**src/rtl/axi_llc_pkg.sv**
```systemverilog
// ---------------------------------------------------------------------------
// axi_llc_pkg
// Shared types and helpers for the LLC flush sequencer.
//   flush_state_e : sequencer state encoding (IDLE, ISSUE, DRAIN, DONE)
//   idx_width()   : bit width needed to index n items (never below 1)
// ---------------------------------------------------------------------------
package axi_llc_pkg;

    typedef enum logic [1:0] {
        FLUSH_IDLE  = 2'd0,
        FLUSH_ISSUE = 2'd1,
        FLUSH_DRAIN = 2'd2,
        FLUSH_DONE  = 2'd3
    } flush_state_e;

    // A single way still needs a 1-bit index signal.
    function automatic int unsigned idx_width(input int unsigned n);
        return (n > 1) ? $clog2(n) : 1;
    endfunction

endpackage

```
**src/rtl/lzc.sv**
```systemverilog
// ---------------------------------------------------------------------------
// lzc
// Finds the index of the lowest set bit of a vector.
//   in_i    : vector to search
//   idx_o   : index of the lowest set bit (0 when the vector is empty)
//   empty_o : no bit of in_i is set
// ---------------------------------------------------------------------------
module lzc
    import axi_llc_pkg::*;
#(
    parameter int Width = 8
) (
    input  logic [Width-1:0]            in_i,
    output logic [idx_width(Width)-1:0] idx_o,
    output logic                        empty_o
);

    localparam int CntW = int'(idx_width(Width));

    // NOTE: every signal written in always_comb gets a default first, so no
    // path through the block leaves it unassigned and no latch is inferred.
    always_comb begin
        idx_o   = '0;
        empty_o = 1'b1;
        // Scan downwards so the lowest set bit is the last one written.
        for (int i = Width - 1; i >= 0; i--) begin
            if (in_i[i]) begin
                idx_o   = CntW'(i);
                empty_o = 1'b0;
            end
        end
    end

endmodule

```
**src/rtl/axi_llc_flush_seq.sv**
```systemverilog
// ---------------------------------------------------------------------------
// axi_llc_flush_seq
// Walks every line of every selected data way, line-major, issuing one read
// request per (line, way) so the evict path can write the contents back.
//   clk_i, rst_i     : clock (rising edge), asynchronous active-high reset
//   start_i          : flush start pulse, accepted only while idle
//   way_mask_i       : ways to flush, sampled on an accepted start
//   req_valid_o      : read request valid (AXI-style valid/ready)
//   req_ready_i      : crossbar accepts the request
//   req_way_ind_o    : one-hot target way of the request
//   req_line_o       : line index of the request
//   rsp_i            : one read response consumed this cycle
//   busy_o           : sequencer not idle
//   done_o           : one-cycle completion pulse
//   err_o            : sticky, a response arrived with nothing outstanding
// ---------------------------------------------------------------------------
module axi_llc_flush_seq
    import axi_llc_pkg::*;
#(
    parameter int SetAssociativity = 8,
    parameter int NumLines         = 256,
    parameter int MaxOutstanding   = 4
) (
    input  logic                          clk_i,
    input  logic                          rst_i,
    input  logic                          start_i,
    input  logic [SetAssociativity-1:0]   way_mask_i,
    output logic                          req_valid_o,
    input  logic                          req_ready_i,
    output logic [SetAssociativity-1:0]   req_way_ind_o,
    output logic [$clog2(NumLines)-1:0]   req_line_o,
    input  logic                          rsp_i,
    output logic                          busy_o,
    output logic                          done_o,
    output logic                          err_o
);

    localparam int WayW  = int'(idx_width(SetAssociativity));
    localparam int LineW = $clog2(NumLines);
    localparam int OutW  = $clog2(MaxOutstanding + 1);

    localparam logic [OutW-1:0]             MaxOut   = OutW'(MaxOutstanding);
    localparam logic [LineW-1:0]            LastLine = LineW'(NumLines - 1);
    localparam logic [SetAssociativity-1:0] WayOne   = SetAssociativity'(1);

    flush_state_e                state_q;
    logic [SetAssociativity-1:0] mask_q;
    logic [WayW-1:0]             way_q;        // way currently presented
    logic [WayW-1:0]             first_way_q;  // lowest masked way, wrap target
    logic [LineW-1:0]            line_q;
    logic [OutW-1:0]             out_q;
    logic [OutW-1:0]             out_nxt;
    logic                        req_valid_q;
    logic                        busy_q;
    logic                        done_q;
    logic                        err_q;

    logic [SetAssociativity-1:0] search_vec;
    logic [WayW-1:0]             srch_idx;
    logic                        srch_empty;
    logic                        hs;
    logic                        spurious;
    logic                        last_req;

    // While idle the search yields the first way of the incoming mask; while
    // issuing it yields the next masked way above the current one, and an
    // empty result means the line is finished and the walk wraps.
    always_comb begin
        search_vec = '0;
        for (int i = 0; i < SetAssociativity; i++) begin
            if (state_q == FLUSH_IDLE) search_vec[i] = way_mask_i[i];
            else                       search_vec[i] = mask_q[i] && (i > int'(way_q));
        end
    end

    lzc #(
        .Width (SetAssociativity)
    ) u_lzc (
        .in_i    (search_vec),
        .idx_o   (srch_idx),
        .empty_o (srch_empty)
    );

    assign hs       = req_valid_q && req_ready_i;
    assign spurious = rsp_i && !hs && (out_q == '0);
    assign last_req = srch_empty && (line_q == LastLine);

    // A handshake and a response in the same cycle cancel out; a response
    // with nothing outstanding saturates at zero and is flagged instead.
    always_comb begin
        out_nxt = out_q;
        if (hs && !rsp_i)                        out_nxt = out_q + OutW'(1);
        else if (!hs && rsp_i && out_q != '0)    out_nxt = out_q - OutW'(1);
    end

    // NOTE: state registers use non-blocking assignments so every register
    // samples values from before the edge, independent of statement order.
    // NOTE: every register is reset; there is no storage array here whose
    // contents could be left unreset.
    always_ff @(posedge clk_i or posedge rst_i) begin
        if (rst_i) begin
            state_q     <= FLUSH_IDLE;
            mask_q      <= '0;
            way_q       <= '0;
            first_way_q <= '0;
            line_q      <= '0;
            out_q       <= '0;
            req_valid_q <= 1'b0;
            busy_q      <= 1'b0;
            done_q      <= 1'b0;
            err_q       <= 1'b0;
        end else begin
            out_q <= out_nxt;
            if (spurious) err_q <= 1'b1;

            case (state_q)
                FLUSH_IDLE: begin
                    if (start_i) begin
                        mask_q      <= way_mask_i;
                        way_q       <= srch_idx;
                        first_way_q <= srch_idx;
                        line_q      <= '0;
                        err_q       <= 1'b0;   // a new flush wins over a stale flag
                        busy_q      <= 1'b1;
                        if (srch_empty) begin
                            state_q <= FLUSH_DONE;
                            done_q  <= 1'b1;
                        end else begin
                            state_q     <= FLUSH_ISSUE;
                            req_valid_q <= (out_nxt < MaxOut);
                        end
                    end
                end

                FLUSH_ISSUE: begin
                    if (hs) begin
                        if (!srch_empty) begin
                            way_q <= srch_idx;
                        end else begin
                            way_q  <= first_way_q;
                            line_q <= line_q + LineW'(1);
                        end
                        if (last_req) begin
                            state_q     <= FLUSH_DRAIN;
                            req_valid_q <= 1'b0;
                        end else begin
                            req_valid_q <= (out_nxt < MaxOut);
                        end
                    end else if (!req_valid_q) begin
                        // A raised valid is held until accepted; only a low
                        // valid looks at the outstanding limit.
                        req_valid_q <= (out_nxt < MaxOut);
                    end
                end

                FLUSH_DRAIN: begin
                    if (out_q == '0) begin
                        state_q <= FLUSH_DONE;
                        done_q  <= 1'b1;
                    end
                end

                FLUSH_DONE: begin
                    state_q <= FLUSH_IDLE;
                    done_q  <= 1'b0;
                    busy_q  <= 1'b0;
                end

                default: state_q <= FLUSH_IDLE;
            endcase
        end
    end

    assign req_valid_o   = req_valid_q;
    assign req_way_ind_o = (state_q == FLUSH_ISSUE) ? (WayOne << way_q) : '0;
    assign req_line_o    = (state_q == FLUSH_ISSUE) ? line_q : '0;
    assign busy_o        = busy_q;
    assign done_o        = done_q;
    assign err_o         = err_q;

endmodule

```
**config.mk**
```make
export PLATFORM = sky130hd
export DESIGN_NAME = axi_llc_flush_seq
export DESIGN_NICKNAME = d
export VERILOG_FILES = /design/src/rtl/axi_llc_pkg.sv /design/src/rtl/lzc.sv /design/src/rtl/axi_llc_flush_seq.sv
export SDC_FILE = /design/constraint.sdc
export NUM_CORES = 1
export LEC_CHECK = 0
export BUFFER_PORTS_ARGS = -buffer_cell sky130_fd_sc_hd__buf_2
export CAP_MARGIN = 10
export CORE_MARGIN = 2
export CORE_UTILIZATION = 45
export CTS_CLUSTER_DIAMETER = 120
export DETAILED_ROUTE_END_ITERATION = 8
export GPL_ROUTABILITY_DRIVEN = 0
export GPL_TIMING_DRIVEN = 0
export MAX_ROUTING_LAYER = met4
export PLACE_DENSITY = 0.76
export REMOVE_ABC_BUFFERS = 1
export SYNTH_ARGS = -nofsm -noshare
export SYNTH_HDL_FRONTEND = slang
export SYNTH_SLANG_ARGS = --single-unit
```
**constraint.sdc**
```tcl
create_clock -name clk_i -period 2.8 [get_ports clk_i]
set_input_delay 0.14 -clock clk_i [delete_from_list [all_inputs] [get_ports clk_i]]
set_output_delay 0.14 -clock clk_i [all_outputs]
set_load 0.005 [all_outputs]
```
Word level (Yosys, flattened, before mapping). Cells that the tools add are included.

Bits in registers: 31. Logic and storage cells: 118. Output and inout port bits: 20.

$add $sub $neg: 3. Reduce and logical (&&, ||, !) cells: 28. Mux-type cells: 57. Magnitude comparators: 8. Shift operators: 1. Equal/unequal tests: 11.

Operators by type and width (count): $mux 8 (5); $mux 3 (13); $mux 1 (28); $pmux 8 s2 (1); $ne 2x2->1 const B (7); $logic_and 1x1->1 (13); $gt 3x3->1 const A (4); $reduce_and 4->1 (3); $mux 2 (5); $add 8x1->8 const B (1); $eq 8x8->1 const B (1); $pmux 2 s4 (1); $shl 1x3->8 const A (1); $gt 2x3->1 const A (2); $pmux 3 s2 (1); $reduce_and 3->1 (2); $reduce_bool 3->1 (2); $eq 2x2->1 const B (2); $pmux 1 s2 (2); $reduce_and 2->1 (2); $reduce_bool 2->1 (2); $add 3x1->3 const B (1); $gt 1x3->1 const A (1); $logic_not 3->1 (1); 6 further kinds (7).

Longest topological paths before layout. Gate-level depths: netlist of run 1.

Word-level depth: 15. Depth in mapped cells: 9.

By module. Synthesis of run 1 repeated with hierarchy kept, for this count alone.

Cells, all modules: 231. Area, all modules: 2098.3 um2.

By module, submodules not included: axi_llc_flush_seq (instances 1, cells each 217, sequential area each 750.7 um2, area an instance 2011.9 um2); lzc (instances 1, cells each 14, sequential area each 0.0 um2, area an instance 86.3 um2).

Worst setup path before layout of run 1. Ideal clock, no wire load.

Path type: reg2reg. Start point: register state_q[0]. End point: register line_q[3]. Clock period less this slack: 2.236 ns. Slack: 0.564 ns. Setup time: 0.133 ns. Arrival: 2.103 ns. Cell stages (with the launch flop): 10. Data required time: 2.667 ns. Buffers on the path: 2. Cell sequence: dfrtp_1 -> inv_1 -> ha_1 -> buf_4 -> a22o_1 -> or4_4 -> buf_6 -> nor4_4 -> xnor2_1 -> nor2_1.

Word-level cells in the longest chain between the ends: 12.

RTL lines: start: declaration (RTL line axi_llc_flush_seq.sv:46) `flush_state_e state_q;`; start signal: assignment (RTL line axi_llc_flush_seq.sv:102) `state_q <= FLUSH_IDLE;`; start signal: assignment (RTL line axi_llc_flush_seq.sv:126) `state_q <= FLUSH_DONE;`; start signal: assignment (RTL line axi_llc_flush_seq.sv:129) `state_q <= FLUSH_ISSUE;`; $logic_not 2->1 (RTL line axi_llc_flush_seq.sv:71, axi_llc_flush_seq.sv:116); $mux 1 (RTL line axi_llc_flush_seq.sv:71) `if (state_q == FLUSH_IDLE) search_vec[i] = way_mask_i[i];`; $mux 1 (8 in a row) (RTL line lzc.sv:27) `if (in_i[i]) begin`; $ne 2x2->1 (no source line); $reduce_and 4->1 (no source line); end signal: assignment (RTL line axi_llc_flush_seq.sv:141) `line_q <= line_q + LineW'(1);`; end: declaration (RTL line axi_llc_flush_seq.sv:50) `logic [LineW-1:0] line_q;`.

Several ways; a longest one is shown, not always the timed one. A chain may end at the register's enable or synchronous reset.

Worst setup path after layout of run 1.
Start point: register state_q[0]. End point: register state_q[1].

Word-level cells in the longest chain between the ends: 13.

RTL lines (RTL line): $logic_not 2->1 (axi_llc_flush_seq.sv:71, axi_llc_flush_seq.sv:116); $mux 1 (axi_llc_flush_seq.sv:71); $mux 1 (8 in a row) (lzc.sv:27); $mux 2 / $logic_and 1x1->1 (equally long branches) (axi_llc_flush_seq.sv:125, axi_llc_flush_seq.sv:86); $mux 2 / $ne 2x2->1 (equally long branches); $pmux 2 s4 / $reduce_and 4->1 (equally long branches).

Several ways; a longest one is shown, not always the timed one. The select of a mux whose other input is x is not followed.

==> results_dict.tcl, run 1 <==
set metrics [dict create \
    synthTopCellsByArea "dfrtp_1, ha_1, mux2_2" \
    required_ns 2.96 \
    endpoint_kind "flip-flop" \
    row_count 24 \
    r2r-start "state_q[0]$_DFFE_PP0P_" \
    grt_pass1_wl_um 7251 \
    dieHeight_um 70.24 \
    setup_viol 0 \
    antenna_found_initial 0 \
    ant_nets 0 \
    clkLatencyLatePin_ns 0.28 \
    synth_ff_type "dfrtp_1" \
    cts-root-buf "clkbuf_8" \
    r2r_cells 8 \
    hold_viol 0 \
    core_area_mm2 0.004294 \
    peakVddDrop_mv 0.5910 \
    hold_path.class "primary input to flip-flop" \
    h-tree-depth 2 \
    final_cell_mix "buf_2, dfrtp_1, nor2_1" \
    synthCells 213 \
    rsz0062_at_grt "no" \
    setup_tns_ns 0 \
    period_needed_ns 2.495 \
    netlist.area_leader.share 0.3802 \
    remaining_drc_errors 0 \
    synth_top_family_by_area "simple AND/OR/NAND/NOR gates" \
    die_area_mm2 0.004934 \
    synth.cell_area_mm2 0.001974 \
    avgSynthCellArea_um2 9.269 \
    synth_edf_count 0 \
    powerDensity_mw_per_mm2 1059 \
    synth_seq_cells 30 \
    synthMuxAreaShare 0.07098 \
    p_sw_mw 1.084 \
    synth_xor_xnor_area_share 0.03105 \
    grt_start_max_net_pins 31 \
    io_pins 33 \
    power.share.clock 0.147 \
    vias 1607 \
    tightest_slew_ns 0.5824 \
    hp-start "start_i" \
    diodes 0 \
    synth_compound_area_frac 0.1578 \
    port_buffers 32 \
    whs_ns 0.09162 \
    gr-usage-all-layers 0.1888 \
    p_int_mw 1.336 \
    start_util 0.4598 \
    synth_top_cell_by_area "dfrtp_1" \
    yosysUniqueCellTypes 48 \
    reg2reg_to "state_q[1]$_DFFE_PP0P_" \
    wire_per_inst_um 13.66 \
    power_frac_comb 0.546 \
    synth_adder_area_share 0.05070 \
    p_leak_nw 1.057 \
    fp.dieW_um 70.24 \
    whs_path_depth 2 \
    cts_inserted_buffers 5 \
    post-cts-setup-buffer-count 0 \
    grt_pass1_vias 1581 \
    max_cap_viol_count 0 \
    fmax_ghz 0.4008 \
    arrival_ns 2.65 \
    viasPerCell 5.411 \
    cts_tree "built" \
    switching_share 0.4481 \
    clock_skew_ns 0.004841 \
    drt_iter0_drc 104 \
    dr.pass1.iters 4 \
    fin_nets 265 \
    synth-simple-area-share 0.2611 \
    ff2ff_setup_slack_ns 0.31 \
    drive_gt1_frac 0.2531 \
    p_seq_frac 0.307 \
    outcome "completed" \
    worst-path-max-fanout 25 \
    yosys_warnings 0 \
    synthArstFlopShare 1.000 \
    syn2layout_area_growth_pct 15.78 \
    crit_type "flip-flop to flip-flop" \
    ys_seq_area_frac 0.3802 \
    slew_viol_final 0 \
    grt.overflow.total 0 \
    start_kind "flip-flop" \
    dp.final_hpwl_um 2916 \
    cts.reportedPaths.clkPinSlew_ns 0.06 \
    nFillCells 413 \
    slew_headroom 0.6113 \
    clock_path_buffers 2 \
    final_common_cell "buf_2" \
    fin_crit_sh 0.8910 \
    cts_sinks 30 \
    drt-total-wl_um 4058 \
    total_power_mw 2.420 \
    min_to "err_o$_DFF_PP0_" \
]
==> layout make-up <==
class	count	area [um^2]	area share
Clock buffer	7	86.33	0.03777
Clock inverter	1	5.005	0.002189
Inverter	10	37.54	0.01642
Multi-Input combinational cell	163	1144	0.5003
Sequential cell	30	750.7	0.3284
Tap cell	52	65.06	0.02846
Timing Repair Buffer	34	197.7	0.08648
==> layer usage <==
| layer | vias to the layer above | wire length [um] | GRT usage |
|---|---|---|---|
| li1 | 822 | - | - |
| met5 | - | 0 | - |
| met2 | 29 | 1995 | 0.3208 |
| met4 | 0 | 74 | 0.07051 |
| met3 | 6 | 129 | 0.04185 |
| met1 | 750 | 1858 | 0.2177 |
==> worst max-delay path: stages (launching register included) <==
cell	delay [ns]
dfrtp_1	0.40
inv_1	0.15
ha_4	0.32
nor2b_1	0.10
a22o_1	0.22
or4_4	0.67
nor2_8	0.20
a31oi_1	0.16
mux2i_1	0.15
==> cell families after synthesis <==
logic type               count (synthesis)
AO/OA/AOI/OAI                           48
XOR/XNOR                                 7
adder cells (fa/ha/maj)                  8
buffers and inverters                   20
flip-flops                              30
multiplexers                            13
AND/OR/NAND/NOR                         87
==> metrics by stage <==
stage | util | area (um^2) | cells | setup WS (ns)
after floorplan | - | 1917 | 203 | 0.2263
after global placement | 0.4988 | 2142 | 287 | -0.1503
after detailed placement | 0.4988 | 2142 | 287 | -0.1834
after CTS | 0.5207 | 2236 | 295 | 0.1079
after global routing | 0.5323 | 2286 | 297 | 0.1395
final | 0.5323 | 2286 | 297 | 0.3053
==> what timing repair did <==
action | 4_1_cts | 5_1_grt
endpoints found under the hold margin | 0 | 12
setup endpoints to repair | 14 | 7
resized for setup | 1 | 2
hold buffers | 0 | 1
==> power groups by stage <==
stage	logic [mW]	clock network, mW	registers (mW)
4_1_cts	1.31	0.367	0.742
5_1_grt	1.51	0.387	0.767
2_1_floorplan	1.03	0	0.709
3_3_place_gp	1.25	0	0.740
3_5_place_dp	1.29	0	0.747
6_report	1.32	0.355	0.743
==> how the worst max path moves through the flow <==
stage,to,from,slack [ns]
4_1_cts,line_q[7]$_DFFE_PP0P_,state_q[1]$_DFFE_PP0P_,0.11
5_1_grt,line_q[7]$_DFFE_PP0P_,state_q[0]$_DFFE_PP0P_,0.14
6_report,state_q[1]$_DFFE_PP0P_,state_q[0]$_DFFE_PP0P_,0.31
2_1_floorplan,state_q[0]$_DFFE_PP0P_,state_q[0]$_DFFE_PP0P_,0.23
3_5_place_dp,line_q[7]$_DFFE_PP0P_,state_q[1]$_DFFE_PP0P_,-0.18
3_3_place_gp,line_q[7]$_DFFE_PP0P_,state_q[0]$_DFFE_PP0P_,-0.15
==> state kept, by name, summed over array words and instances, names as in the netlist <==
name	cells
line_q	8
mask_q	7
first_way_q	3
out_q	3
way_q	3
state_q	2
busy_o	1
done_o	1
err_o	1
req_valid_o	1
==> synth_stat cells, types with 2 or more instances <==
cell / n
nand3_1: 7
and3_1: 2
dfrtp_1: 30
a31oi_1: 6
a22o_1: 5
nand4_1: 2
nor3_2: 4
nand2_1: 18
clkbuf_1: 4
and2_1: 8
mux2_2: 8
inv_1: 10
a21oi_1: 10
buf_4: 3
nand2b_1: 6
o21ai_0: 9
nor2b_1: 5
nor3_1: 3
o21a_1: 3
a22oi_1: 3
nor2_1: 21
xnor2_1: 7
ha_1: 8
o21ai_1: 3
mux2i_1: 5
Power figures use the tool's default switching activity.
==> run 2, diff against run 1 <==
Settings changed: CORE_ASPECT_RATIO from default to 0.75.
==> results_dict.tcl, run 2 (synthesis results as in run 1) <==
set metrics [dict create \
    max_stage_delay_ns 0.66 \
    row_count 20 \
    powerDensity_mw_per_mm2 1091 \
    reg.largest.list "line_q x8, mask_q x7" \
    largest-register "line_q" \
    dr.pass1.iters 4 \
    whs_ns 0.08706 \
    max_cap_viol_count 0 \
    period_needed_ns 2.553 \
    arrival_ns 2.70 \
    diodes 0 \
    regArea_um2 750.7 \
    drive_gt1_frac 0.2571 \
    final_cell_mix "buf_2, dfrtp_1, nor2_1" \
    crit_path_top_delay_cell "or4_4" \
    worst-path-max-fanout 25 \
    grt_pass1_vias 1475 \
    viasPerCell 5.630 \
    post-cts-setup-buffer-count 0 \
    hold_viol 0 \
    setup_slack_ns 0.2470 \
    h-tree-depth 2 \
    start_util 0.4782 \
    io_pins 33 \
    final_common_cell "buf_2" \
    multiInputGateArea_mm2 0.001144 \
    crit_type "flip-flop to flip-flop" \
    peakVddDrop_mv 0.5029 \
    ff2ff_setup_slack_ns 0.25 \
    wire_per_inst_um 13.89 \
    rsz0062_at_grt "no" \
    cts_tree "built" \
    ant_nets 0 \
    antenna_found_initial 0 \
    die_area_mm2 0.004939 \
    placed_cell_area_mm2 0.002146 \
    cts_sinks 30 \
    core_area_mm2 0.004129 \
    grt_start_max_net_pins 31 \
    required_ns 2.95 \
    dp.final_hpwl_um 2876 \
    fin_cells 300 \
    slew_viol_final 0 \
    total_power_mw 2.517 \
    syn2layout_area_growth_pct 16.86 \
    slew_headroom 0.6211 \
    vias 1689 \
    gr-usage-all-layers 0.1923 \
    fmax_ghz 0.3917 \
    remaining_drc_errors 0 \
    reg2reg_to "state_q[1]$_DFFE_PP0P_" \
    setup_viol 0 \
    endpoint_kind "flip-flop" \
    dpl.cell_count 290 \
    cts.reportedPaths.clkPinSlew_ns 0.07 \
    drt-total-wl_um 4167 \
    fp.dieW_um 80.49 \
    largest_register_ffs 8 \
    crit_end "state_q[1]$_DFFE_PP0P_" \
    hold_path.class "primary input to flip-flop" \
    fin_crit_sh 0.9118 \
    nFillCells 367 \
    clkLatencyLatePin_ns 0.28 \
    r2r_cells 8 \
    cts_inserted_buffers 5 \
    stdcell_area_mm2 0.002307 \
    outcome "completed" \
    cp_cell_sequence "inv_1 > ha_4 > nor2b_1 > a22o_1 > or4_4 > nor2_8 > a31oi_1 > mux2i_1" \
    clock_path_buffers 2 \
    crit_start "state_q[0]$_DFFE_PP0P_" \
    start_kind "flip-flop" \
    path_buf_inv 1 \
    grt_pass1_wl_um 6872 \
    r2r-start "state_q[0]$_DFFE_PP0P_" \
    grt.overflow.total 0 \
    p_leak_nw 1.067 \
    cts-root-buf "clkbuf_8" \
    fin_nets 265 \
    dieHeight_um 61.37 \
    path_depth 8 \
    drt_iter0_drc 134 \
    tightest_slew_ns 0.5683 \
    pre_cts_slack_ns -0.2636 \
    port_buffers 32 \
    clock_skew_ns 0.007833 \
    path_delay_family "simple AND/OR/NAND/NOR gates" \
]
[run 2: changes by cell type in the layout (fill, tap and decap cells not counted)]
| cell | previous run | this run |
|---|---|---|
| clkbuf_8 | 6 | 5 |
| bufinv_16 | 0 | 1 |
| clkbuf_1 | 1 | 0 |
| clkinv_2 | 1 | 2 |
[run 2: layer usage]
layer	vias to the layer above	track usage	routed length (um)
li1	825	-	-
met1	788	0.2519	1887
met2	68	0.2940	1869
met3	8	0.03812	346
met4	0	0.08475	63
met5	-	-	0
[run 2: report_power, final]
group | switching (mW) | internal [mW]
clock network | 0.175 | 0.262
logic | 0.799 | 0.542
registers | 0.143 | 0.597
[run 2: worst min-delay path by stage]
stage / from / to / cells after the start
detailed placement: start_i / err_o$_DFF_PP0_ / 2
CTS: start_i / err_o$_DFF_PP0_ / 2
global placement: start_i / err_o$_DFF_PP0_ / 2
floorplan: rst_i / busy_o$_DFFE_PP0P_ / 1
global route: start_i / err_o$_DFF_PP0_ / 2
finish: start_i / err_o$_DFF_PP0_ / 2
[run 2: cell type report]
cell class,instances,area share
inverters,10,0.01627
repair buffers,34,0.08568
clock inverters,3,0.01735
well taps,55,0.02983
clock buffers,5,0.02983
multi-input cells,163,0.4957
flip-flops and latches,30,0.3254
[run 2: worst reg2reg max path, cell delays in order (launching register included)]
cell and delay [ns]:
dfrtp_1 0.40, inv_1 0.16, ha_4 0.33, nor2b_1 0.12, a22o_1 0.22, or4_4 0.66, nor2_8 0.20, a31oi_1 0.17
mux2i_1 0.16
[run 2: repair_timing]
action / 4_1_cts / 5_1_grt
gates resized for setup: 1 / 2
cloned: 0 / 0
pin swaps: 0 / 0
hold endpoints to repair: 0 / 7
hold buffers: 0 / 1
setup endpoints to repair: 14 / 11
[run 2: stage by stage]
stage,setup TNS [ns],utilization
floorplan,0,-
global placement,-0.6286,0.5197
detailed placement,-1.456,0.5197
CTS,0,0.5467
global route,0,0.5588
finish,0,0.5588
==> run 3, diff against run 2 <==
Settings changed: ABC_AREA from default to 1.
==> results_dict.tcl, run 3 <==
set metrics [dict create \
    outcome "completed" \
    rsz0062_at_grt "no" \
    largest_register_ffs 8 \
    slew_viol_final 0 \
    vias 1842 \
    synthTopCellsByArea "dfrtp_1, nand2_1, inv_1" \
    worst-path-max-fanout 18 \
    avgSynthCellArea_um2 6.850 \
    crit_type "flip-flop to output port" \
    p_int_mw 1.182 \
    dieHeight_um 62.43 \
    r2r-start "state_q[1]$_DFFE_PP0P_" \
    diodes 0 \
    final_common_cell "nand2_1" \
    fin_nets 355 \
    ant_nets 0 \
    setup_tns_ns 0 \
    hold_path.class "primary input to flip-flop" \
    clkLatencyLatePin_ns 0.28 \
    ff2ff_setup_slack_ns 0.50 \
    crit_start "state_q[1]$_DFFE_PP0P_" \
    core_area_mm2 0.004414 \
    synthCells 299 \
    hp-start "way_mask_i[3]" \
    cts_sinks 30 \
    largest-register "line_q" \
    path_delay_family "adder cells" \
    grt.overflow.total 0 \
    dr.pass1.iters 4 \
    final_cell_mix "nand2_1, inv_1, buf_2" \
    yosysUniqueCellTypes 33 \
    endpoint_kind "output port" \
    synth_ff_type "dfrtp_1" \
    crit_end "req_way_ind_o[0]" \
    io_pins 33 \
    yosys_warnings 0 \
    wire_per_inst_um 11.02 \
    synth_top_cell_by_area "dfrtp_1" \
    setup_slack_ns 0.3303 \
    tightest_slew_ns 0.7974 \
    gr-usage-all-layers 0.1989 \
    reg2reg_to "line_q[2]$_DFFE_PP0P_" \
    path_depth 6 \
    arrival_ns 2.33 \
    synth.cell_area_mm2 0.002048 \
    ys_seq_area_frac 0.3665 \
    cts.reportedPaths.clkPinSlew_ns 0.06 \
    fin_crit_sh 0.8820 \
    crit_path_top_delay_cell "ha_1" \
    grt_pass1_vias 1737 \
    clock_path_buffers 2 \
    synth_edf_count 0 \
    syn2layout_area_growth_pct 14.60 \
    synth_common_cells "nand2_1, inv_1, dfrtp_1, nor2_1, nand3_1" \
    fp.dieW_um 81.90 \
    hold_viol 0 \
    netlist.area_leader.share 0.3665 \
    slew_headroom 0.4684 \
    powerDensity_mw_per_mm2 982.6 \
    antenna_found_initial 0 \
    setup_viol 0 \
    dp.final_hpwl_um 3207 \
    cts_inserted_buffers 5 \
    start_kind "flip-flop" \
    peakVddDrop_mv 0.6444 \
    max_cap_viol_count 0 \
    power_frac_comb 0.555 \
    r2r_cells 8 \
    clock_skew_ns 0.007566 \
    synthArstFlopShare 1.000 \
    synth_seq_cells 30 \
    path_buf_inv 3 \
    drt_iter0_drc 84 \
    row_count 21 \
    drive_gt1_frac 0.1766 \
    fmax_ghz 0.4049 \
    cts_tree "built" \
    synth_most_common_cell "nand2_1" \
    start_util 0.4640 \
    die_area_mm2 0.005113 \
    cp_cell_sequence "inv_1 > ha_1 > inv_2 > or2_2 > nor2_1 > buf_2" \
    port_buffers 32 \
    required_ns 2.66 \
    remaining_drc_errors 0 \
    h-tree-depth 2 \
    p_leak_nw 1.331 \
    cts-root-buf "clkbuf_8" \
    reg.largest.list "line_q x8, mask_q x7" \
    p_seq_frac 0.302 \
    grt_start_max_net_pins 31 \
    grt_pass1_wl_um 7734 \
    max_stage_delay_ns 0.68 \
    viasPerCell 4.711 \
    p_sw_mw 1.124 \
    period_needed_ns 2.470 \
    drt-total-wl_um 4308 \
    pre_cts_slack_ns 0.4853 \
    power.share.clock 0.143 \
    switching_share 0.4873 \
]
run 3: final cells by class:
cell class	instances	area (um^2)
Inverter	44	165.2
Timing Repair Buffer	34	197.7
Clock buffer	7	76.32
Tap cell	57	71.32
Multi-Input combinational cell	219	1086
Fill cell	435	2067
Sequential cell	30	750.7
run 3: what timing repair did:
| item | CTS | global route |
|---|---|---|
| setup buffers | 0 | 0 |
| gates resized for setup | 0 | 0 |
| endpoints found under the hold margin | 0 | 11 |
| hold buffers | 0 | 1 |
run 3: worst register-to-register path: cells and delay by family (launching register included):
family / cells / cell delay (ns)
AOI/OAI and AO/OA: 2 / 0.51
adders and majority gates: 1 / 0.68
buffers and inverters: 3 / 0.49
DFF: 1 / 0.41
and+or+nand+nor: 2 / 0.16
run 3: worst min-delay path by stage:
stage / end / depth (start not counted)
after floorplan: busy_o$_DFFE_PP0P_ / 1
after global placement: mask_q[3]$_DFFE_PP0P_ / 3
after detailed placement: mask_q[4]$_DFFE_PP0P_ / 3
after CTS: mask_q[1]$_DFFE_PP0P_ / 3
after global routing: mask_q[1]$_DFFE_PP0P_ / 3
final: mask_q[3]$_DFFE_PP0P_ / 3
run 3: metrics by stage:
step | total power, mW | util | hold slack (ns) | instances | instance area, um^2
2_1_floorplan | 1.681 | - | 0.2308 | 293 | 2002
3_3_place_gp | 1.940 | 0.5060 | 0.3579 | 382 | 2233
3_5_place_dp | 1.977 | 0.5060 | 0.3599 | 382 | 2233
4_1_cts | 2.313 | 0.5232 | 0.07060 | 389 | 2310
5_1_grt | 2.553 | 0.5317 | 0.08918 | 391 | 2347
6_report | 2.306 | 0.5317 | 0.07252 | 391 | 2347
run 3: power groups by stage:
stage	logic, mW	registers, mW	clock network [mW]
2_1_floorplan	1.00	0.677	0
3_3_place_gp	1.24	0.698	0
3_5_place_dp	1.27	0.702	0
4_1_cts	1.28	0.695	0.335
5_1_grt	1.49	0.718	0.350
6_report	1.28	0.697	0.330
run 3: layer usage:
metal  routed length (um)  vias to the layer above  share of wire  global-route usage
li1                     -                      990              -                   -
met1                 2289                      816           0.53              0.2821
met5                    0                        -              0                   -
met2                 1806                       32           0.42              0.2815
met4                   39                        0         0.0091             0.06667
met3                  173                        4          0.040             0.04335
run 3: cell families (layout without fill, tap and decap cells):
logic type | Yosys count | count (layout) | share of synthesized area
adder cells (fa/ha/maj) | 8 | 8 | 0.04887
XOR/XNOR | 6 | 6 | 0.02566
AND/OR/NAND/NOR | 184 | 184 | 0.3800
buffers and inverters | 50 | 85 | 0.1032
AO/OA/AOI/OAI | 21 | 21 | 0.07575
flip-flops | 30 | 30 | 0.3665
